<file path="src/rtl/prefix_subtractor_pipe.sv">
// Kogge-Stone prefix subtractor computing A - B - BI on a valid/ready stream.
// Latency: LVLS+2 cycles from input handshake to o_VALID (8 for WIDTH=64); 1 op/cycle.
// Backpressure: per-stage valids collapse bubbles; o_READY is combinational from i_READY.
module prefix_subtractor_pipe #(
    parameter int WIDTH = 64
) (
    input  logic             i_CLK,
    input  logic             i_RST,
    input  logic             i_VALID,
    output logic             o_READY,
    input  logic [WIDTH-1:0] i_A,
    input  logic [WIDTH-1:0] i_B,
    input  logic             i_BI,
    output logic             o_VALID,
    input  logic             i_READY,
    output logic [WIDTH-1:0] o_DIFF,
    output logic             o_BO,
    output logic             o_OVF,
    output logic             o_ZERO
);

    localparam int LVLS = $clog2(WIDTH);
    // Index of the output stage; stages 0..LVLS carry prefix state.
    localparam int LAST = LVLS + 1;

    // Prefix state carried between stages. pg is the group propagate that the
    // prefix levels reduce; p keeps the per-bit propagate for the final XOR.
    typedef struct packed {
        logic [WIDTH-1:0] g;
        logic [WIDTH-1:0] pg;
        logic [WIDTH-1:0] p;
        logic             c0;
        logic             a_msb;
        logic             b_msb;
    } stage_t;

    stage_t           st_q   [0:LVLS];
    stage_t           st_d   [0:LVLS];
    stage_t           src;
    int               span;

    logic             vld    [0:LAST];
    logic             adv    [0:LAST];
    logic             load_ok[0:LAST];
    logic             in_fire;

    logic [WIDTH-1:0] diff_d;
    logic             bo_d;
    logic             ovf_d;
    logic             zero_d;

    // Stall chain: a stage advances when valid and the next stage can take it;
    // it can load when empty or when its own content advances this cycle.
    always_comb begin
        for (int i = 0; i <= LAST; i++) begin
            adv[i]     = 1'b0;
            load_ok[i] = 1'b0;
        end
        adv[LAST]     = vld[LAST] & i_READY;
        load_ok[LAST] = ~vld[LAST] | i_READY;
        for (int i = LAST - 1; i >= 0; i--) begin
            adv[i]     = vld[i] & load_ok[i + 1];
            load_ok[i] = ~vld[i] | adv[i];
        end
    end

    assign o_READY = load_ok[0];
    assign in_fire = i_VALID & load_ok[0] & ~i_RST;

    // Generate/propagate formation for A + ~B + ~BI, and the prefix levels.
    always_comb begin
        st_d[0].g     = i_A & ~i_B;
        st_d[0].pg    = i_A ^ ~i_B;
        st_d[0].p     = i_A ^ ~i_B;
        st_d[0].c0    = ~i_BI;
        st_d[0].a_msb = i_A[WIDTH-1];
        st_d[0].b_msb = i_B[WIDTH-1];
        src  = st_q[0];
        span = 1;
        for (int k = 1; k <= LVLS; k++) begin
            src  = st_q[k-1];
            span = 1 << (k - 1);
            // Fold the carry-in into bit 0 so every group generate is a true carry.
            if (k == 1) begin
                src.g[0] = src.g[0] | (src.pg[0] & src.c0);
            end
            st_d[k] = src;
            for (int i = 0; i < WIDTH; i++) begin
                if (i >= span) begin
                    st_d[k].g[i]  = src.g[i] | (src.pg[i] & src.g[i - span]);
                    st_d[k].pg[i] = src.pg[i] & src.pg[i - span];
                end
            end
        end
    end

    // Sum formation and flags from the fully reduced carries.
    always_comb begin
        diff_d = st_q[LVLS].p ^ {st_q[LVLS].g[WIDTH-2:0], st_q[LVLS].c0};
        bo_d   = ~st_q[LVLS].g[WIDTH-1];
        ovf_d  = (st_q[LVLS].a_msb != st_q[LVLS].b_msb) &&
                 (diff_d[WIDTH-1] != st_q[LVLS].a_msb);
        zero_d = (diff_d == '0);
    end

    // Stage valid bits: a stage that can load takes the valid of its upstream.
    always_ff @(posedge i_CLK) begin
        if (i_RST) begin
            for (int i = 0; i <= LAST; i++) begin
                vld[i] <= 1'b0;
            end
        end else begin
            if (load_ok[0]) begin
                vld[0] <= i_VALID;
            end
            for (int i = 1; i <= LAST; i++) begin
                if (load_ok[i]) begin
                    vld[i] <= adv[i-1];
                end
            end
        end
    end

    // Prefix payload registers: no reset, they only load on a stage advance.
    always_ff @(posedge i_CLK) begin
        if (in_fire) begin
            st_q[0] <= st_d[0];
        end
        for (int k = 1; k <= LVLS; k++) begin
            if (adv[k-1]) begin
                st_q[k] <= st_d[k];
            end
        end
    end

    // Output stage: reset to zero, holds while the consumer stalls.
    always_ff @(posedge i_CLK) begin
        if (i_RST) begin
            o_DIFF <= '0;
            o_BO   <= 1'b0;
            o_OVF  <= 1'b0;
            o_ZERO <= 1'b0;
        end else if (adv[LVLS]) begin
            o_DIFF <= diff_d;
            o_BO   <= bo_d;
            o_OVF  <= ovf_d;
            o_ZERO <= zero_d;
        end
    end

    assign o_VALID = vld[LAST];

    // Group propagate is not needed past the last prefix level.
    logic unused_pg;
    assign unused_pg = &{1'b0, st_q[LVLS].pg};

endmodule

</file>
<file path="config.mk">
export PLATFORM = sky130hd
export DESIGN_NAME = prefix_subtractor_pipe
export DESIGN_NICKNAME = d
export VERILOG_FILES = /design/src/rtl/prefix_subtractor_pipe.sv
export SDC_FILE = /design/constraint.sdc
export NUM_CORES = 1
export LEC_CHECK = 0
export CORE_MARGIN = 1.5
export CORE_UTILIZATION = 55
export CTS_CLUSTER_SIZE = 12
export DETAILED_ROUTE_END_ITERATION = 12
export GPL_TIMING_DRIVEN = 0
export PLACE_DENSITY = 0.74
export REMOVE_ABC_BUFFERS = 1
export SYNTH_ARGS = -nofsm -noshare
export SYNTH_HDL_FRONTEND = slang
export SYNTH_SLANG_ARGS = --single-unit
</file>
<file path="constraint.sdc">
create_clock -name i_CLK -period 23.1 [get_ports i_CLK]
set_clock_uncertainty 0.1 [all_clocks]
set_input_delay 5.775 -clock i_CLK [delete_from_list [all_inputs] [get_ports i_CLK]]
set_output_delay 5.775 -clock i_CLK [all_outputs]
set_load 0.05 [all_outputs]
</file>
==> metrics.log <==
INFO  metric result_of_the_run = complete, no violations
INFO  metric clock_transition_at_the_registers_of_the_reported_paths = 0.06 ns
INFO  metric r2r.worst_path.cells = 8
INFO  metric synth_top_cells_by_count = 1,183 x sky130_fd_sc_hd__edfxtp_1, 322 x sky130_fd_sc_hd__a21o_1, 260 x sky130_fd_sc_hd__and2_1
INFO  metric synth-edff-count = 1,183
INFO  metric initial_core_util = 0.556
INFO  metric seq_area_frac_synth = 0.840
INFO  metric clock_insertion_delay_worst_skew = 0.68 ns
INFO  metric num_antenna_cells = 0
INFO  metric postSynthAreaPerCell = 19.6 µm²
INFO  metric globalplace.congestion = 0.868
INFO  metric ctsHoldBuffers = 0
INFO  metric remaining_drc_errors = 0
INFO  metric netlist-cell-type-count = 38
INFO  metric reg2reg_from = vld[0][6]
INFO  metric synth-main-ff-cell = sky130_fd_sc_hd__edfxtp_1
INFO  metric num_io_pins = 202
INFO  metric ys_ff_latch = around 1,300
INFO  metric power.static_leakage = between 15 and 20 nW
INFO  metric async_reset_ff_frac = 0
INFO  metric mappedNetlistArea = 43,900 µm²
INFO  metric met2_usage = 0.340
INFO  metric critPathKind = primary input to output pin
INFO  metric num-fill-cells = 4,995
INFO  metric drive_gt1_frac = 0.0755
INFO  metric nets = about 2,800
INFO  metric finalHoldViolations = 0
INFO  metric cts.repair_timing.setup_buffer_count = 0
INFO  metric numPortBuffers = 201
INFO  metric grt_usage = 0.201
INFO  metric final_wl = 81.7 mm
INFO  metric vdd_drop_max = approximately 0.062 mV
INFO  metric final_min_period_over_clock_period = 0.590
INFO  metric synth_top_cell_by_area = sky130_fd_sc_hd__edfxtp_1
INFO  metric power.density = roughly 86 nW/µm²
INFO  metric grt_setup_unrepaired = no
INFO  metric coreArea = 79,000 µm²
INFO  metric fin_area = 51,200 µm²
INFO  metric crit_path_start = i_READY
INFO  metric cts_buffer_depth = 3
INFO  metric tightest_slew = 0.919 ns
INFO  metric cp-end-kind = output pin
INFO  metric netlist_top_cells_area = sky130_fd_sc_hd__edfxtp_1 81%, sky130_fd_sc_hd__a21o_1 5.5%, sky130_fd_sc_hd__and2_1 3.7%
INFO  metric die_w = 286 µm
INFO  metric area_growth = 16.6%
INFO  metric finalSetupTns = 0 ns
INFO  metric maxSlewHeadroom = 0.387
INFO  metric grt_use_met3 = 0.0293
INFO  metric globalRoute.busiestLayer = met2
INFO  metric startpoint_type = primary input
INFO  metric fmax = 0.0734 GHz
INFO  metric clkSinkCount = approximately 1,300
INFO  metric vias = 19,900
INFO  metric worstPathMaxFanout = 5
INFO  metric initial_detailed_routing_violation_count = 1,645
INFO  metric vias_per_cell = 5.39
INFO  metric wl_per_cell = 22.2 µm
INFO  metric post-route-min-period = 13.62 ns
INFO  metric postRouteAntennaNets = 0
INFO  metric grt_max_degree = 79
INFO  metric clock_tree_from_tritoncts = done
INFO  metric stdcell_count = between 3,000 and 4,000
INFO  metric antenna_found_initial = 8
INFO  metric total_area_of_multi_input_combinational_cells = ~6700 µm²
INFO  metric synth.most_common_cell = sky130_fd_sc_hd__edfxtp_1
INFO  metric min_delay_path_depth = 0
INFO  metric number_of_maximum_capacitance_violations = 0
INFO  metric cts_root_buf = sky130_fd_sc_hd__clkbuf_16
INFO  metric netlist_instances = 2,244
INFO  metric drtPass1Iterations = 5
INFO  metric fp.dieArea = 81,500 µm²
INFO  metric reg2reg_slack = 20.11 ns
INFO  metric first_global_vias = roughly 20,000
INFO  metric tritoncts.num_buffers = 117
INFO  metric critPathArrivalTime = 7.74 ns
INFO  metric critical_path_required = 17.23 ns
INFO  metric grt_pass1_wl = 121 mm
INFO  metric setup_violations = 0
INFO  metric post-synth-top-area-fraction = 0.809
INFO  metric worstHoldStart = st_q[4][47]
INFO  metric dpl.hpwl = about 58 mm
INFO  metric cts-resized-gates = 0
INFO  metric overflow = 0
INFO  metric area.sequential = 36,900 µm²
INFO  metric placementRows = 103
INFO  metric min_path_type = flop to flop
INFO  metric grt_util_met1 = 0.275
INFO  metric synth_warnings = 0
INFO  metric dieHeight = roughly 290 µm
INFO  metric detailed_place.area = between 40,000 and 50,000 µm²
INFO  metric place_inst = around 3,500
INFO  metric finalMaxSlewViolations = 0
INFO  metric cts_htree_levels = 3
[critical path, cell delays in order]
cell and delay [ns]:
sky130_fd_sc_hd__clkdlybuf4s50_1 0.42, sky130_fd_sc_hd__and4b_2 0.40, sky130_fd_sc_hd__nand4_4 0.16, sky130_fd_sc_hd__inv_2 0.13, sky130_fd_sc_hd__nand3_2 0.12, sky130_fd_sc_hd__clkdlybuf4s50_1 0.74
[path summary, 6_finish.rpt]
path	to
worst max register to register	st_q[2][28]
worst max-delay path	o_READY
worst min-delay path	st_q[5][47]
worst min register to register	st_q[5][47]
[cell type report]
class	instances	area share
Inverter	69	0.00506
Tap cell	1050	0.0257
Sequential cell	1250	0.720
Timing Repair Buffer	228	0.0517
Clock buffer	177	0.0644
Multi-Input combinational cell	901	0.131
Clock inverter	11	0.00240
[where the power goes]
group / switching (mW) / internal [mW] / total (mW) / leakage (nW)
Clock: 0.749 / 0.993 / 1.74 / 1.66
Sequential: 0.0345 / 2.53 / 2.56 / 11.4
Combinational: 0.0509 / 0.0527 / 0.104 / 4.74
[registers in the layout, indices dropped and copies added, names as in the netlist]
signal / cells
vld: 8
st_q: 1175
o_BO: 1
o_OVF: 1
o_DIFF: 64
o_ZERO: 1
[layout by cell type, fill, tap and decap left out, types with 2 or more instances in the layout]
cell type | Yosys | layout
sky130_fd_sc_hd__edfxtp_1 | 1183 | 1183
sky130_fd_sc_hd__inv_6 | 0 | 2
sky130_fd_sc_hd__nand2b_1 | 2 | 2
sky130_fd_sc_hd__and2_1 | 260 | 258
sky130_fd_sc_hd__buf_16 | 0 | 13
sky130_fd_sc_hd__bufinv_16 | 0 | 2
sky130_fd_sc_hd__xor2_1 | 2 | 2
sky130_fd_sc_hd__dfxtp_1 | 67 | 67
sky130_fd_sc_hd__clkbuf_1 | 7 | 49
sky130_fd_sc_hd__clkbuf_8 | 0 | 6
sky130_fd_sc_hd__clkinv_1 | 0 | 4
sky130_fd_sc_hd__nor2b_1 | 6 | 5
sky130_fd_sc_hd__and2_4 | 0 | 2
sky130_fd_sc_hd__a211oi_1 | 45 | 45
sky130_fd_sc_hd__a21o_1 | 322 | 322
sky130_fd_sc_hd__nand3_1 | 3 | 3
sky130_fd_sc_hd__xnor2_1 | 63 | 63
sky130_fd_sc_hd__nor3_1 | 5 | 5
sky130_fd_sc_hd__ha_1 | 64 | 64
sky130_fd_sc_hd__nand2_1 | 2 | 2
sky130_fd_sc_hd__a211oi_2 | 20 | 20
sky130_fd_sc_hd__nor4_1 | 3 | 3
sky130_fd_sc_hd__nor2_1 | 71 | 70
sky130_fd_sc_hd__or2_2 | 3 | 3
sky130_fd_sc_hd__buf_12 | 0 | 14
sky130_fd_sc_hd__clkinv_2 | 0 | 2
sky130_fd_sc_hd__nand4_1 | 15 | 15
sky130_fd_sc_hd__clkdlybuf4s50_1 | 0 | 200
sky130_fd_sc_hd__clkbuf_16 | 0 | 121
sky130_fd_sc_hd__inv_1 | 68 | 68
[per-layer routing]
layer	wire length (µm)	share of wire
met2	40900	0.50
met3	4810	0.059
met4	1650	0.020
met5	0	0
met1	34300	0.42
[per-stage QoR]
| step | utilization | hold WS (ns) | power, mW | setup slack (ns) |
|---|---|---|---|---|
| finish | 0.648 | 0.298 | 4.41 | 9.48 |
| global route | 0.648 | 0.307 | 4.54 | 9.39 |
| global placement | 0.596 | 0.301 | 2.72 | 1.35 |
| floorplan | - | 0.300 | 2.66 | 6.80 |
| detailed placement | 0.605 | 0.305 | 2.72 | 9.48 |
| CTS | 0.648 | 0.299 | 4.44 | 9.49 |
[logic make-up (layout without fill, tap and decap cells)]
kind of cell,count (synthesis),count (layout),share of synthesized area
flops,1250,1250,0.840
xor+xnor,65,65,0.0130
buf+inv,93,485,0.00917
fa+ha+maj,64,64,0.0182
simple gates,381,381,0.0510
compound gates,391,391,0.0691
(Power assumes the default switching activity.)
==> variant (same settings) <==
`WIDTH`: 64 -> 32. Comments in the files are not updated.
--- a/src/rtl/prefix_subtractor_pipe.sv
+++ b/src/rtl/prefix_subtractor_pipe.sv
@@ -2,7 +2,7 @@
 // Latency: LVLS+2 cycles from input handshake to o_VALID (8 for WIDTH=64); 1 op/cycle.
 // Backpressure: per-stage valids collapse bubbles; o_READY is combinational from i_READY.
 module prefix_subtractor_pipe #(
-    parameter int WIDTH = 64
+    parameter int WIDTH = 32
 ) (
     input  logic             i_CLK,
     input  logic             i_RST,
Interface: changed (resized i_A, i_B and o_DIFF); port bits go from 202 to 106. No check against the original RTL was run, so the function may have changed too.
==> variant against the unedited design <==
Sequential cell count decreased by 708; clock power is 56% lower; wire length is 64% lower; final cell count down 56%; area after synthesis fell by 56%; sequential power down 57%; critical path type unchanged; final area is 56% lower; setup slack got worse by 0.12 ns; power fell by 57%.
==> variant: results (changes against the unedited design) <==
Synthesis
  – Synth Area in XOR/XNOR: 1.50% (+0.21 points)
  – Synth cell count leaders: edfxtp_1 (507), a21o_1 (130), and2_1 (102), nor2_1 (38), dfxtp_1 (35)
  – Area contributors post-synth: edfxtp_1 (79%), a21o_1 (5.1%), dfxtp_1 (3.6%)
  – Post-synth EDFFs: 507 (-57%)
  – Sequential fraction of the synthesis area: 82.9% (-1.1 points)
  – Synth Instances: 1,000 (-55%)
  – Synth Area in Compound Gates: 7.00% (+0.090 points)
  – Synth Area in Adders: 2.08% (+0.26 points)
  – Yosys cell types: 32 (-16%)
  – Synth top area share: 79.2% (-1.7 points)

Hold path
  – Hold EP: st_q[5][14]$_DFFE_PP_
  – Hold_sp: st_q[4][14]$_DFFE_PP_

Pwr
  – P_int: 1.56 mW (-56%)
  – Worst VDD drop: 0.0629 mV (+0.74%)
  – Leak: 7.64 nW (-57%)

GRT
  – Largest net degree at the start of global routing: 69 (-13%)
  – Met2 global-route usage: 27.5% (-6.5 points)
  – First-pass GRT wire length: 45,500 um (-62%)
  – Met1 Use GR: 22.3% (-5.2 points)
  – Vias in the first global route: 8,669 (-57%)
  – Met3 usage: 2.84% (-0.086 points)
  – Initial antenna violation count: 0 (-8)

Detailed routing
  – Met1 Wirelength: 13,000 um (-62%)
  – DRT iter0 DRCs: 536 (-67%)
  – Met2 WL: 14,100 um (-65%)
  – Routed length on met3: 1250 um (-74%)
  – DRT Wirelength: 29,100 um (-64%)
  – Post-DR vias/cell: 5.11 (-5.2%)
  – DR pass1 iterations: 4 (-1)
  – Vias after detailed routing: 8,372 (-58%)

Clock tree
  – Worst-skew pair later-pin latency: 0.55 ns (-0.13 ns)
  – CTS Buffer Depth: 3 (unchanged)
  – Num CTS Buffers: 54 (-54%)
  – Clock transition at path regs: 0.06 ns (about the same)
  – H-tree depth: 2 (-1)

Timing
  – Final WS setup: 9.36 ns (-0.116 ns)
  – Max-slew headroom: 36.0% (-2.7 points)
  – Hold WS: 0.308 ns (+0.0102 ns)

Finish
  – Area Growth Syn to Fin: 17.2%
  – Largest registers: st_q (500), o_DIFF (32), vld (7)
  – # nets final: 1,258 (-54%)
  – Fillcell total: 2,306 (-54%)
  – Layout cell share with drive strength beyond 1: 8.78% (+1.2 points)

Setup path
  – CP max stage delay: 0.71 ns (-0.03 ns)
  – Crit Path Max Fanout: 7 (+2)
  – Worst Path Arrival: 7.86 ns (+0.12 ns)
  – R2R setup slack: 20.63 ns (+0.52 ns)
  – R2r startpoint: vld[0][5]$_DFFE_PP_
  – RR Endpoint: st_q[1][73]$_DFFE_PP_
  – Reg2Reg Depth: 7 (-1)

Place
  – Dpl cell area: 21,000 um2 (-56%)
  – I/O Buffers: 105 (-48%)
  – DP HPWL: 19,900 um (-66%)
  – Inst Count DP: 1,556 (-56%)
  – Routability cong.: 0.810 (-6.7%)

Run status
  – Status: complete, no violations
[variant: changes by cell type after synthesis, moves of 5 or more]
cell and change:
edfxtp_1 -676, nand4_1 -7, xnor2_1 -32, dfxtp_1 -32, ha_1 -32, nor2_1 -33
a211oi_1 -33, inv_1 -35, a21o_1 -192, buf_2 -5, and2_1 -158
[variant: layout make-up]
class,instances,area share [%]
inverters,33,0.550
clock buffers,75,6.68
clock inverters,8,0.205
well taps,455,2.53
multi-input cells,411,13.7
repair buffers,115,5.63
flip-flops and latches,542,70.7
[variant: power groups by stage]
stage | sequential (mW) | combinational (mW) | clock (mW)
2_1_floorplan | 1.12 | 0.0197 | 0
3_3_place_gp | 1.12 | 0.0401 | 0
3_5_place_dp | 1.12 | 0.0456 | 0
4_1_cts | 1.10 | 0.0461 | 0.788
5_1_grt | 1.10 | 0.0505 | 0.823
6_report | 1.10 | 0.0451 | 0.771
